<file path="src/rtl/jtag_dtm.sv">
// jtag_dtm: JTAG debug transport oversampling TAP pins in clk and issuing DMI requests.
// Optional DTM_TRST_EN adds a synchronized active-low trstn that holds the TAP in reset.
module jtag_dtm #(
  parameter logic [31:0] IDCODE_VALUE = 32'h20000913,
  parameter int          SYNC_STAGES  = 2
) (
  input  logic        clk,
  input  logic        resetn,
`ifdef DTM_TRST_EN
  input  logic        trstn,
`endif
  input  logic        tck,
  input  logic        tms,
  input  logic        tdi,
  output logic        tdo,
  output logic        dmi_valid,
  output logic        dmi_wr,
  output logic [6:0]  dmi_addr,
  output logic [31:0] dmi_wdata,
  input  logic [31:0] dmi_rdata
);
  localparam logic [3:0] TLR = 4'd0, RTI = 4'd1, SEL_DR = 4'd2, CAP_DR = 4'd3,
                         SH_DR = 4'd4, EX1_DR = 4'd5, PA_DR = 4'd6, EX2_DR = 4'd7,
                         UP_DR = 4'd8, SEL_IR = 4'd9, CAP_IR = 4'd10, SH_IR = 4'd11,
                         EX1_IR = 4'd12, PA_IR = 4'd13, EX2_IR = 4'd14, UP_IR = 4'd15;
  localparam logic [4:0] IR_IDCODE = 5'h01, IR_DTMCS = 5'h10, IR_DMI = 5'h11;
  logic [SYNC_STAGES-1:0] tck_sync, tms_sync, tdi_sync;
  logic tck_q, tck_s, tms_s, tdi_s, tck_rise, tck_fall, tap_en, upd_dmi, rd_pend;
  logic [3:0] state, state_nxt;
  logic [4:0] ir, ir_sr;
  logic [40:0] dr, dr_cap, dr_sh;
  logic [6:0] last_addr;
  logic [31:0] read_hold;
  assign tck_s = tck_sync[SYNC_STAGES-1];
  assign tms_s = tms_sync[SYNC_STAGES-1];
  assign tdi_s = tdi_sync[SYNC_STAGES-1];
  assign tck_rise = tck_s & ~tck_q;
  assign tck_fall = ~tck_s & tck_q;
  always_ff @(posedge clk) begin
    if (!resetn) begin
      tck_sync <= '0;
      tms_sync <= '0;
      tdi_sync <= '0;
      tck_q <= 1'b0;
    end else begin
      tck_sync <= {tck_sync[SYNC_STAGES-2:0], tck};
      tms_sync <= {tms_sync[SYNC_STAGES-2:0], tms};
      tdi_sync <= {tdi_sync[SYNC_STAGES-2:0], tdi};
      tck_q <= tck_s;
    end
  end
`ifdef DTM_TRST_EN
  logic [SYNC_STAGES-1:0] trst_sync;
  always_ff @(posedge clk) begin
    if (!resetn) trst_sync <= '0;
    else trst_sync <= {trst_sync[SYNC_STAGES-2:0], trstn};
  end
  assign tap_en = trst_sync[SYNC_STAGES-1];
`else
  assign tap_en = 1'b1;
`endif
  always_comb begin
    state_nxt = state;
    case (state)
      TLR:     state_nxt = tms_s ? TLR : RTI;
      RTI:     state_nxt = tms_s ? SEL_DR : RTI;
      SEL_DR:  state_nxt = tms_s ? SEL_IR : CAP_DR;
      CAP_DR:  state_nxt = tms_s ? EX1_DR : SH_DR;
      SH_DR:   state_nxt = tms_s ? EX1_DR : SH_DR;
      EX1_DR:  state_nxt = tms_s ? UP_DR : PA_DR;
      PA_DR:   state_nxt = tms_s ? EX2_DR : PA_DR;
      EX2_DR:  state_nxt = tms_s ? UP_DR : SH_DR;
      UP_DR:   state_nxt = tms_s ? SEL_DR : RTI;
      SEL_IR:  state_nxt = tms_s ? TLR : CAP_IR;
      CAP_IR:  state_nxt = tms_s ? EX1_IR : SH_IR;
      SH_IR:   state_nxt = tms_s ? EX1_IR : SH_IR;
      EX1_IR:  state_nxt = tms_s ? UP_IR : PA_IR;
      PA_IR:   state_nxt = tms_s ? EX2_IR : PA_IR;
      EX2_IR:  state_nxt = tms_s ? UP_IR : SH_IR;
      default: state_nxt = tms_s ? SEL_DR : RTI;
    endcase
  end
  always_comb begin
    dr_cap = ir == IR_IDCODE ? {9'd0, IDCODE_VALUE} :
             ir == IR_DTMCS  ? 41'h71 :
             ir == IR_DMI    ? {last_addr, read_hold, 2'b00} : '0;
    dr_sh  = ir == IR_DMI ? {tdi_s, dr[40:1]} :
             (ir == IR_IDCODE || ir == IR_DTMCS) ? {9'd0, tdi_s, dr[31:1]} : {40'd0, tdi_s};
  end
  assign upd_dmi = tck_rise & (state_nxt == UP_DR) & (ir == IR_DMI);
  always_ff @(posedge clk) begin
    if (!resetn) begin
      state <= TLR;
      ir <= IR_IDCODE;
      ir_sr <= '0;
      dr <= '0;
      tdo <= 1'b0;
      dmi_valid <= 1'b0;
      dmi_wr <= 1'b0;
      dmi_addr <= '0;
      dmi_wdata <= '0;
      last_addr <= '0;
    end else if (!tap_en) begin
      state <= TLR;
      ir <= IR_IDCODE;
      tdo <= 1'b0;
      dmi_valid <= 1'b0;
    end else begin
      // op 1 (read) and 2 (write) are exactly the ops whose two bits differ
      dmi_valid <= upd_dmi & (^dr[1:0]);
      if (upd_dmi & (^dr[1:0])) begin
        dmi_wr <= dr[1];
        dmi_addr <= dr[40:34];
        dmi_wdata <= dr[33:2];
      end
      if (upd_dmi) last_addr <= dr[40:34];
      if (tck_fall) tdo <= state == SH_IR ? ir_sr[0] : state == SH_DR ? dr[0] : 1'b0;
      if (tck_rise) begin
        state <= state_nxt;
        ir_sr <= state == CAP_IR ? 5'b00001 : state == SH_IR ? {tdi_s, ir_sr[4:1]} : ir_sr;
        dr <= state == CAP_DR ? dr_cap : state == SH_DR ? dr_sh : dr;
        ir <= state_nxt == TLR ? IR_IDCODE : state_nxt == UP_IR ? ir_sr : ir;
      end
    end
  end
  // downstream registers rdata one clk after the strobe, so sample it one clk later still
  always_ff @(posedge clk) begin
    if (!resetn) begin
      rd_pend <= 1'b0;
      read_hold <= '0;
    end else begin
      rd_pend <= dmi_valid & ~dmi_wr;
      if (rd_pend) read_hold <= dmi_rdata;
    end
  end
endmodule

</file>
<file path="config.mk">
export PLATFORM = sky130hd
export DESIGN_NAME = jtag_dtm
export DESIGN_NICKNAME = d
export VERILOG_FILES = /design/src/rtl/jtag_dtm.sv
export SDC_FILE = /design/constraint.sdc
export NUM_CORES = 1
export LEC_CHECK = 0
export BUFFER_PORTS_ARGS = -buffer_cell sky130_fd_sc_hd__buf_2
export CORE_MARGIN = 2
export CORE_UTILIZATION = 50
export DETAILED_ROUTE_END_ITERATION = 6
export PLACE_DENSITY_LB_ADDON = 0.05
export SYNTH_ARGS = -nofsm -noshare
export SYNTH_HDL_FRONTEND = slang
export SYNTH_SLANG_ARGS = --single-unit
</file>
<file path="constraint.sdc">
create_clock -name clk -period 3.6 [get_ports clk]
set_input_delay 0.36 -clock clk [delete_from_list [all_inputs] [get_ports clk]]
set_output_delay 0.36 -clock clk [all_outputs]
set_load 0.01 [all_outputs]
</file>
# After elaboration in Yosys (flattened, before gate mapping)
# Index checks and enable logic that the tools add are counted.
[op_classes]
muxes = 26
bitwise = 9
eq_ne = 17
reduce_logical = 12
[ops]
columns = ["op", "count"]
rows = [
  ["41-bit two-way mux", 6],
  ["4-bit case mux with 11 select lines", 1],
  ["4-bit equality test, second input constant", 8],
  ["32-bit two-way mux", 1],
  ["5-bit two-way mux", 4],
  ["4-bit by 3-bit equality test with 1-bit output, second input constant", 4],
  ["4-bit two-way mux", 4],
  ["5-bit equality test, second input constant", 2],
  ["4-bit by 2-bit equality test with 1-bit output, second input constant", 2],
  ["4-bit logical NOT", 2],
  ["1-bit bitwise AND", 6],
  ["2-bit two-way mux", 3],
  ["3-bit two-way mux", 2],
  ["2-bit AND reduction", 3],
  ["2-bit nonzero test", 3],
  ["5-bit by 1-bit equality test with 1-bit output, second input constant", 1],
  ["1-bit two-way mux", 5],
  ["2-bit OR reduction", 2],
  ["1-bit inverter", 3],
  ["2-bit XOR reduction", 1],
  ["1-bit logical OR", 1],
]
[totals]
wordCells = 80
inputBits = 37
ff_bits = 144
out_inout_bits = 42

# Longest topological paths before layout
# Gate-level depths: netlist (run 1).
[depth]
depth_word = 7
depth_mapped = 8

# Worst setup path before layout (run 1)
# OpenSTA, ideal clock, no wires.
[synth_path]
path_kind = "register -> register"
startpoint = "register state[2]"
endpoint = "register dmi_wdata[27]"
n_path_buf = 3
t_required_ns = 3.468
stages_incl_launch_ff = 9
arrival_ns = 1.695
setup_slack_ns = 1.772
path_cell_list = "dfxtp_1 buf_6 or3b_4 a211oi_4 o221ai_2 buf_6 buf_6 o21ai_1 a21oi_1"
[synth_between]
elab_chain_cells = 7
word_cells_on_any_way = 20
classes_between = "eq/ne (13); mux (1); bitwise (3); reduce/logical (3)"
[synth_lines]
columns = ["element", "line_no", "text"]
rows = [
  ["start: declaration", "29", "logic [3:0] state, state_nxt;"],
  ["start signal: assignment", "119", "state <= state_nxt;"],
  ["4-bit equality test, or another cell as far along", "64", "case (state)"],
  ["2-bit OR reduction (no line)", "--", ""],
  ["4-bit case mux with 11 select lines (*)", "64", ""],
  ["4-bit equality test (*)", "90", "assign upd_dmi = tck_rise & (state_nxt == UP_DR) & (ir == IR_DMI);"],
  ["1-bit bitwise AND (*) (2 in a row)", "90", ""],
  ["1-bit bitwise AND (*)", "111", "if (upd_dmi & (^dr[1:0])) begin"],
  ["end signal: assignment", "114", "dmi_wdata <= dr[33:2];"],
  ["end: declaration", "19", "output logic [31:0] dmi_wdata,"],
]
# Every way passes the cells marked *; elsewhere a longest branch is shown, timed or not.
# A chain may end at the register's enable or synchronous reset.

# Final worst setup path (run 1)
[layout_path]
startpoint = "register state[0]"
endpoint = "register dr[37]"
[layout_between]
elab_chain_cells = 3
word_cells_on_any_way = 5
classes_between = "eq/ne (2); mux (1); reduce/logical (2)"
[layout_lines]
columns = ["element", "line_no", "text"]
rows = [
  ["4-bit by 3-bit equality test with 1-bit output / 4-bit by 2-bit equality test with 1-bit output (equally long branches)", "121", "dr <= state == CAP_DR ? dr_cap : state == SH_DR ? dr_sh : dr;"],
  ["2-bit nonzero test (no line)", "--", ""],
  ["2-bit AND reduction (no line)", "--", ""],
  ["end signal: assignment", "121", ""],
  ["end: declaration", "31", "logic [40:0] dr, dr_cap, dr_sh;"],
]
# Several ways; a longest one is shown, not always the timed one.

==> flow_metrics.tcl, run 1 <==
set metrics [dict create \
    final_hold_viol_count 0 \
    async_reset_ff_share_pct 0 \
    critPathKind "register to register" \
    grt_start_max_net_pins 68 \
    yosys-top-cells-count "144 x dfxtp_1, 77 x nand2_1, 73 x nor2_1" \
    pin_count 79 \
    die_y_um 114 \
    grt_util_all_layers_pct 24.0 \
    cp-end-kind "register" \
    powerDensity_nw_per_um2 514 \
    port_buffers 78 \
    worst_pin_slew_ns 1.27 \
    synth_top_family_by_area "simple AND/OR/NAND/NOR gates" \
    cts.repair.resized 0 \
    final_util_pct 59.9 \
    ys_seq_area_share_pct 47.6 \
    overflow 0 \
    final_antenna_net_count 0 \
    multiInputGateArea_um2 2880 \
    post_cts_buffers 0 \
    finalSetupTns_ns 0 \
    cp_max_fo 31 \
    avgSynthCellArea_um2 8.61 \
    synthAdderAreaFrac_pct 0 \
    slew_viol_final 0 \
    vias_per_cell 5.77 \
    hold_path_class "input pin to register" \
    cts_buffers 17 \
    total_leakage_power_nw 2.68 \
    via_count 5238 \
    route.detailed.drc 0 \
    ctsHoldBuffers 0 \
    outcome "completed" \
    ir_drop_mv 0.355 \
    synth_warnings 0 \
    cp.arrival_ns 3.13 \
    synth_compound_area_share_pct 18.4 \
    gp_congestion 0.811 \
    synth_area_um2 6050 \
    clock_latency_ns 0.42 \
    period_minus_slack_ns 2.78 \
    die_area_um2 13000 \
    hpwlAfterDp_um 9030 \
    postSynthNetCount 740 \
    cts_tree "yes" \
    yosysUniqueCellTypes 52 \
    holdWs_ns 0.136 \
    areaGrowthSynthToFinish_pct 17.9 \
    synth_xor_area_share_pct 0.434 \
    post-route-period-util_pct 77.3 \
    synth_cells 703 \
    nNetsFinal 785 \
    core.rowCount 40 \
    fin_skew_ns 0.0116 \
    cts_max_path_buffers 2 \
    synth_edf_count 0 \
    yosys_most_used_dff "dfxtp_1" \
    drtPass1Iterations 5 \
    n_antenna_cell 0 \
    synth_top_cell_by_area "dfxtp_1" \
    yosys-top-cells-area "dfxtp_1 48%, mux2i_1 6.6%, a21oi_1 5.5%, nand3_1 5.0%, nand2_1 4.8%" \
    grt_pass1_wl_um 24700 \
    yosysMostFrequentCell "dfxtp_1" \
    cp.required_ns 3.95 \
    maxSlewHeadroom_pct 15.2 \
    grt_pass1_vias 4955 \
    drv_cap 0 \
    fp.dieW_um 114 \
    start_util_pct 50.8 \
    synth-seq-cells 144 \
    clk_pin_slew_worst_paths_ns 0.06 \
    routedWlPerCell_um 16.2 \
    synth_mux_area_share_pct 6.99 \
    p_total_mw 3.67 \
    finalSetupViolCount 0 \
    final_cell_area_um2 7140 \
    synth-simple-area-share_pct 21.1 \
    drt_iter0_drc 497 \
    place_area_um2 6450 \
    fill_cells 1091 \
    drt-total-wl_um 14700 \
    max_freq_mhz 359 \
    clock_sink_count 144 \
    core_region_area_um2 11900 \
    layout-drive-gt1-share_pct 19.3 \
    cts_htree_levels 4 \
    rsz0062_at_grt "false" \
    cts_root_buf "clkbuf_16" \
    start_kind "register" \
    antenna_found_initial 0 \
    seq_area_um2 2880 \
    synth_top_area_share_pct 47.6 \
]
==> layer usage <==
layer | vias up | wire (µm) | track usage, %
met5 | - | 0 | 0
met4 | 0 | 176 | 7.07
met3 | 18 | 815 | 5.69
met2 | 153 | 6820 | 36.9
met1 | 2486 | 6930 | 33.7
li1 | 2581 | - | -
==> layout by cell type, fill, tap and decap left out, types with 3 or more instances in the layout <==
cell type,count
a21oi_1,66
a221oi_1,20
a221oi_2,5
a22oi_1,4
and2_1,6
buf_2,78
buf_4,13
bufinv_16,5
clkbuf_16,17
clkbuf_8,6
clkinv_2,3
dfxtp_1,143
inv_1,3
mux2i_1,40
nand2_1,77
nand3_1,61
nor2_1,73
nor2b_1,7
nor3_1,24
o211ai_1,4
o21ai_0,38
o21ai_1,11
o22a_1,5
or3_1,6
==> flip-flops by register name, indices dropped and copies added (netlist names) <==
| register | cells |
|---|---|
| tdi_sync | 2 |
| ir | 5 |
| dmi_wdata | 32 |
| last_addr | 7 |
| dr | 41 |
| ir_sr | 5 |
| state | 4 |
| dmi_addr | 7 |
| dmi_valid | 1 |
| tck_q | 1 |
| tdo | 1 |
| rd_pend | 1 |
| tms_sync | 2 |
| read_hold | 32 |
| tck_sync | 2 |
| dmi_wr | 1 |
==> final timing paths <==
kind | cells past startpoint | end | slack (ns) | startpoint
max | 6 | dr[37] | 0.82 | state[0]
min | 2 | tdi_sync[0] | 0.14 | tdi
max reg2reg | 6 | dr[37] | 0.82 | state[0]
min reg2reg | 1 | tck_sync[1] | 0.44 | tck_sync[0]
==> cell families (layout without fill, tap and decap cells) <==
family                 count (synthesis)  in the layout
AND/OR/NAND/NOR                      275            275
AO/OA/AOI/OAI                        169            169
flip-flops                           144            144
buffers and inverters                 70            128
multiplexers                          42             42
XOR/XNOR                               3              3
==> area by class of cell <==
type	instances	area share, %
flip-flops and latches	144	40.4
multi-input cells	489	40.3
clock buffers	23	7.12
repair buffers	91	6.84
well taps	147	2.58
clock inverters	9	2.45
inverters	5	0.281
==> critical path, cell delays in order, from the launching register on <==
cell and delay [ns]:
dfxtp_1 0.73, or2_1 0.25, mux2_2 0.20, or3_1 0.96, buf_4 0.34, nand2_1 0.07
a21oi_1 0.13
==> where the power goes <==
part           switching (mW)  internal, mW  leakage [nW]
Clock                   0.651          1.34         0.331
Combinational          0.0468        0.0264          1.19
Sequential            0.00930          1.60          1.16
==> per-stage QoR <==
| stage | cells | setup WS, ns |
|---|---|---|
| 2_1_floorplan | 703 | 1.77 |
| 3_3_place_gp | 876 | 0.849 |
| 3_5_place_dp | 876 | 0.833 |
| 4_1_cts | 908 | 0.794 |
| 5_1_grt | 908 | 0.529 |
| 6_report | 908 | 0.817 |
Note: power is estimated with default switching activity, not from simulation.
==> inputs of run 2 (changes only) <==
Clock period 3.6 ns to 2.25 ns, I/O delays scaled along.
==> run 2 against run 1 <==
Wire length increased by 3.5%. Hold slack got worse by 0.12 ns. Register-to-register slack lost 0.69 ns. Utilization is 1.3 points higher.
==> flow_metrics.tcl, run 2 (synthesis results as in run 1) <==
set metrics [dict create \
    outcome "completed" \
    drt_iter0_drc 443 \
    die_area_um2 13000 \
    slew_viol_final 0 \
    finalSetupViolCount 0 \
    cp.arrival_ns 2.45 \
    top_register "dr" \
    largest_reg_flops 41 \
    finalSetupTns_ns 0 \
    antenna_found_initial 0 \
    areaGrowthSynthToFinish_pct 20.5 \
    cpMaxStageDelayCell "dfxtp_1" \
    setup_ws_ns 0.130 \
    pin_count 79 \
    port_buffers 78 \
    maxSlewHeadroom_pct 50.9 \
    die_y_um 114 \
    nNetsFinal 805 \
    core_region_area_um2 11900 \
    period_minus_slack_ns 2.12 \
    cts_buffers 17 \
    overflow 0 \
    hold_path_class "input pin to register" \
    core.rowCount 40 \
    cp_max_fo 33 \
    max_freq_mhz 472 \
    cts_tree "yes" \
    worst_path_dominant_cell_family "compound AO/OA/AOI/OAI gates" \
    hpwlAfterDp_um 9520 \
    fin_skew_ns 0.00541 \
    drt-total-wl_um 15300 \
    layout_common_cells "143 x dfxtp_1, 78 x buf_2, 77 x nand2_1" \
    clk_pin_slew_worst_paths_ns 0.06 \
    grt_util_all_layers_pct 24.2 \
    routedWlPerCell_um 16.4 \
    final_cell_area_um2 7290 \
    cts_max_path_buffers 2 \
    top_layer "met4" \
    pre_cts_ws_ns 0.141 \
    powerDensity_nw_per_um2 760 \
    cp.required_ns 2.58 \
    grt_pass1_wl_um 24900 \
    via_count 5282 \
    fp.dieW_um 114 \
    start_kind "register" \
    n_antenna_cell 0 \
    clock_sink_count 144 \
    post-route-period-util_pct 94.2 \
    drt-met1-wl_um 7200 \
    start_util_pct 50.8 \
    critPathKind "register to register" \
    final_util_pct 61.2 \
    cts.repair.resized 0 \
    worst_pin_slew_ns 0.733 \
    place_area_um2 6680 \
    path_cells "or3b_4 > a211oi_4 > o221a_4 > buf_12 > nand3_1 > a31oi_1" \
    dr_wl_met2_um 7050 \
    reg.largest.list "dr (41), dmi_wdata (32), read_hold (32)" \
    cp-end-kind "register" \
    grt_start_max_net_pins 47 \
    layout_commonest_cell "dfxtp_1" \
    clock_latency_ns 0.41 \
    cts_htree_levels 4 \
    grt_pass1_vias 4902 \
    final_hold_viol_count 0 \
    vias_per_cell 5.69 \
    p_total_mw 5.54 \
    cpPeakStageDelay_ns 0.55 \
    ir_drop_mv 0.521 \
    layout-drive-gt1-share_pct 21.1 \
    cts_root_buf "clkbuf_16" \
    final_antenna_net_count 0 \
    rsz0062_at_grt "false" \
    drtPass1Iterations 5 \
    total_leakage_power_nw 2.78 \
    drv_cap 0 \
    route.detailed.drc 0 \
    gp_congestion 0.844 \
    wl_met3_um 880 \
    worst-path-buf-inv 1 \
]
[run 2: cell types whose count changed in the layout (fill, tap and decap cells not counted)]
cell,previous run,this run
buf_12,0,7
buf_4,13,25
bufinv_16,5,3
clkbuf_1,0,1
clkbuf_8,6,2
clkinv_2,3,8
dlygate4sd3_1,0,1
[run 2: where the power goes]
group	internal, mW	switching, mW
clock	1.79	1.05
combinational	0.0540	0.0851
sequential	2.56	0.00777
[run 2: per-stage QoR]
stage	std cells	hold slack, ns
global route	928	0.00268
detailed placement	895	0.419
finish	928	0.0132
CTS	928	0.00131
floorplan	703	0.352
global placement	895	0.414
[run 2: path summary, 6_finish.rpt]
path | startpoint | to | slack (ns) | cells after the start
worst max register to register | state[3] | dmi_wr | 0.13 | 6
worst max-delay path | state[3] | dmi_wr | 0.13 | 6
worst min register to register | tck_sync[0] | tck_sync[1] | 0.43 | 1
worst min-delay path | tck | tck_sync[0] | 0.01 | 2
[run 2: what timing repair did]
item                                   in CTS  in global routing
buffers inserted                            0                  0
setup endpoints to repair                   0                  0
endpoints found under the hold margin       1                  0
hold buffers                                1                  0
[run 2: routing by layer]
metal,GRT usage (%),vias to the layer above
li1,-,2613
met1,34.3,2476
met2,37.1,180
met3,6.22,13
met4,6.10,0
met5,0,-
[run 2: area by class of cell]
cell class,instances,area (µm²)
fillers,1096,4620
flip-flops and latches,144,2880
multi-input cells,489,2880
repair buffers,111,728
clock buffers,20,457
well taps,147,184
clock inverters,12,140
inverters,5,20.0
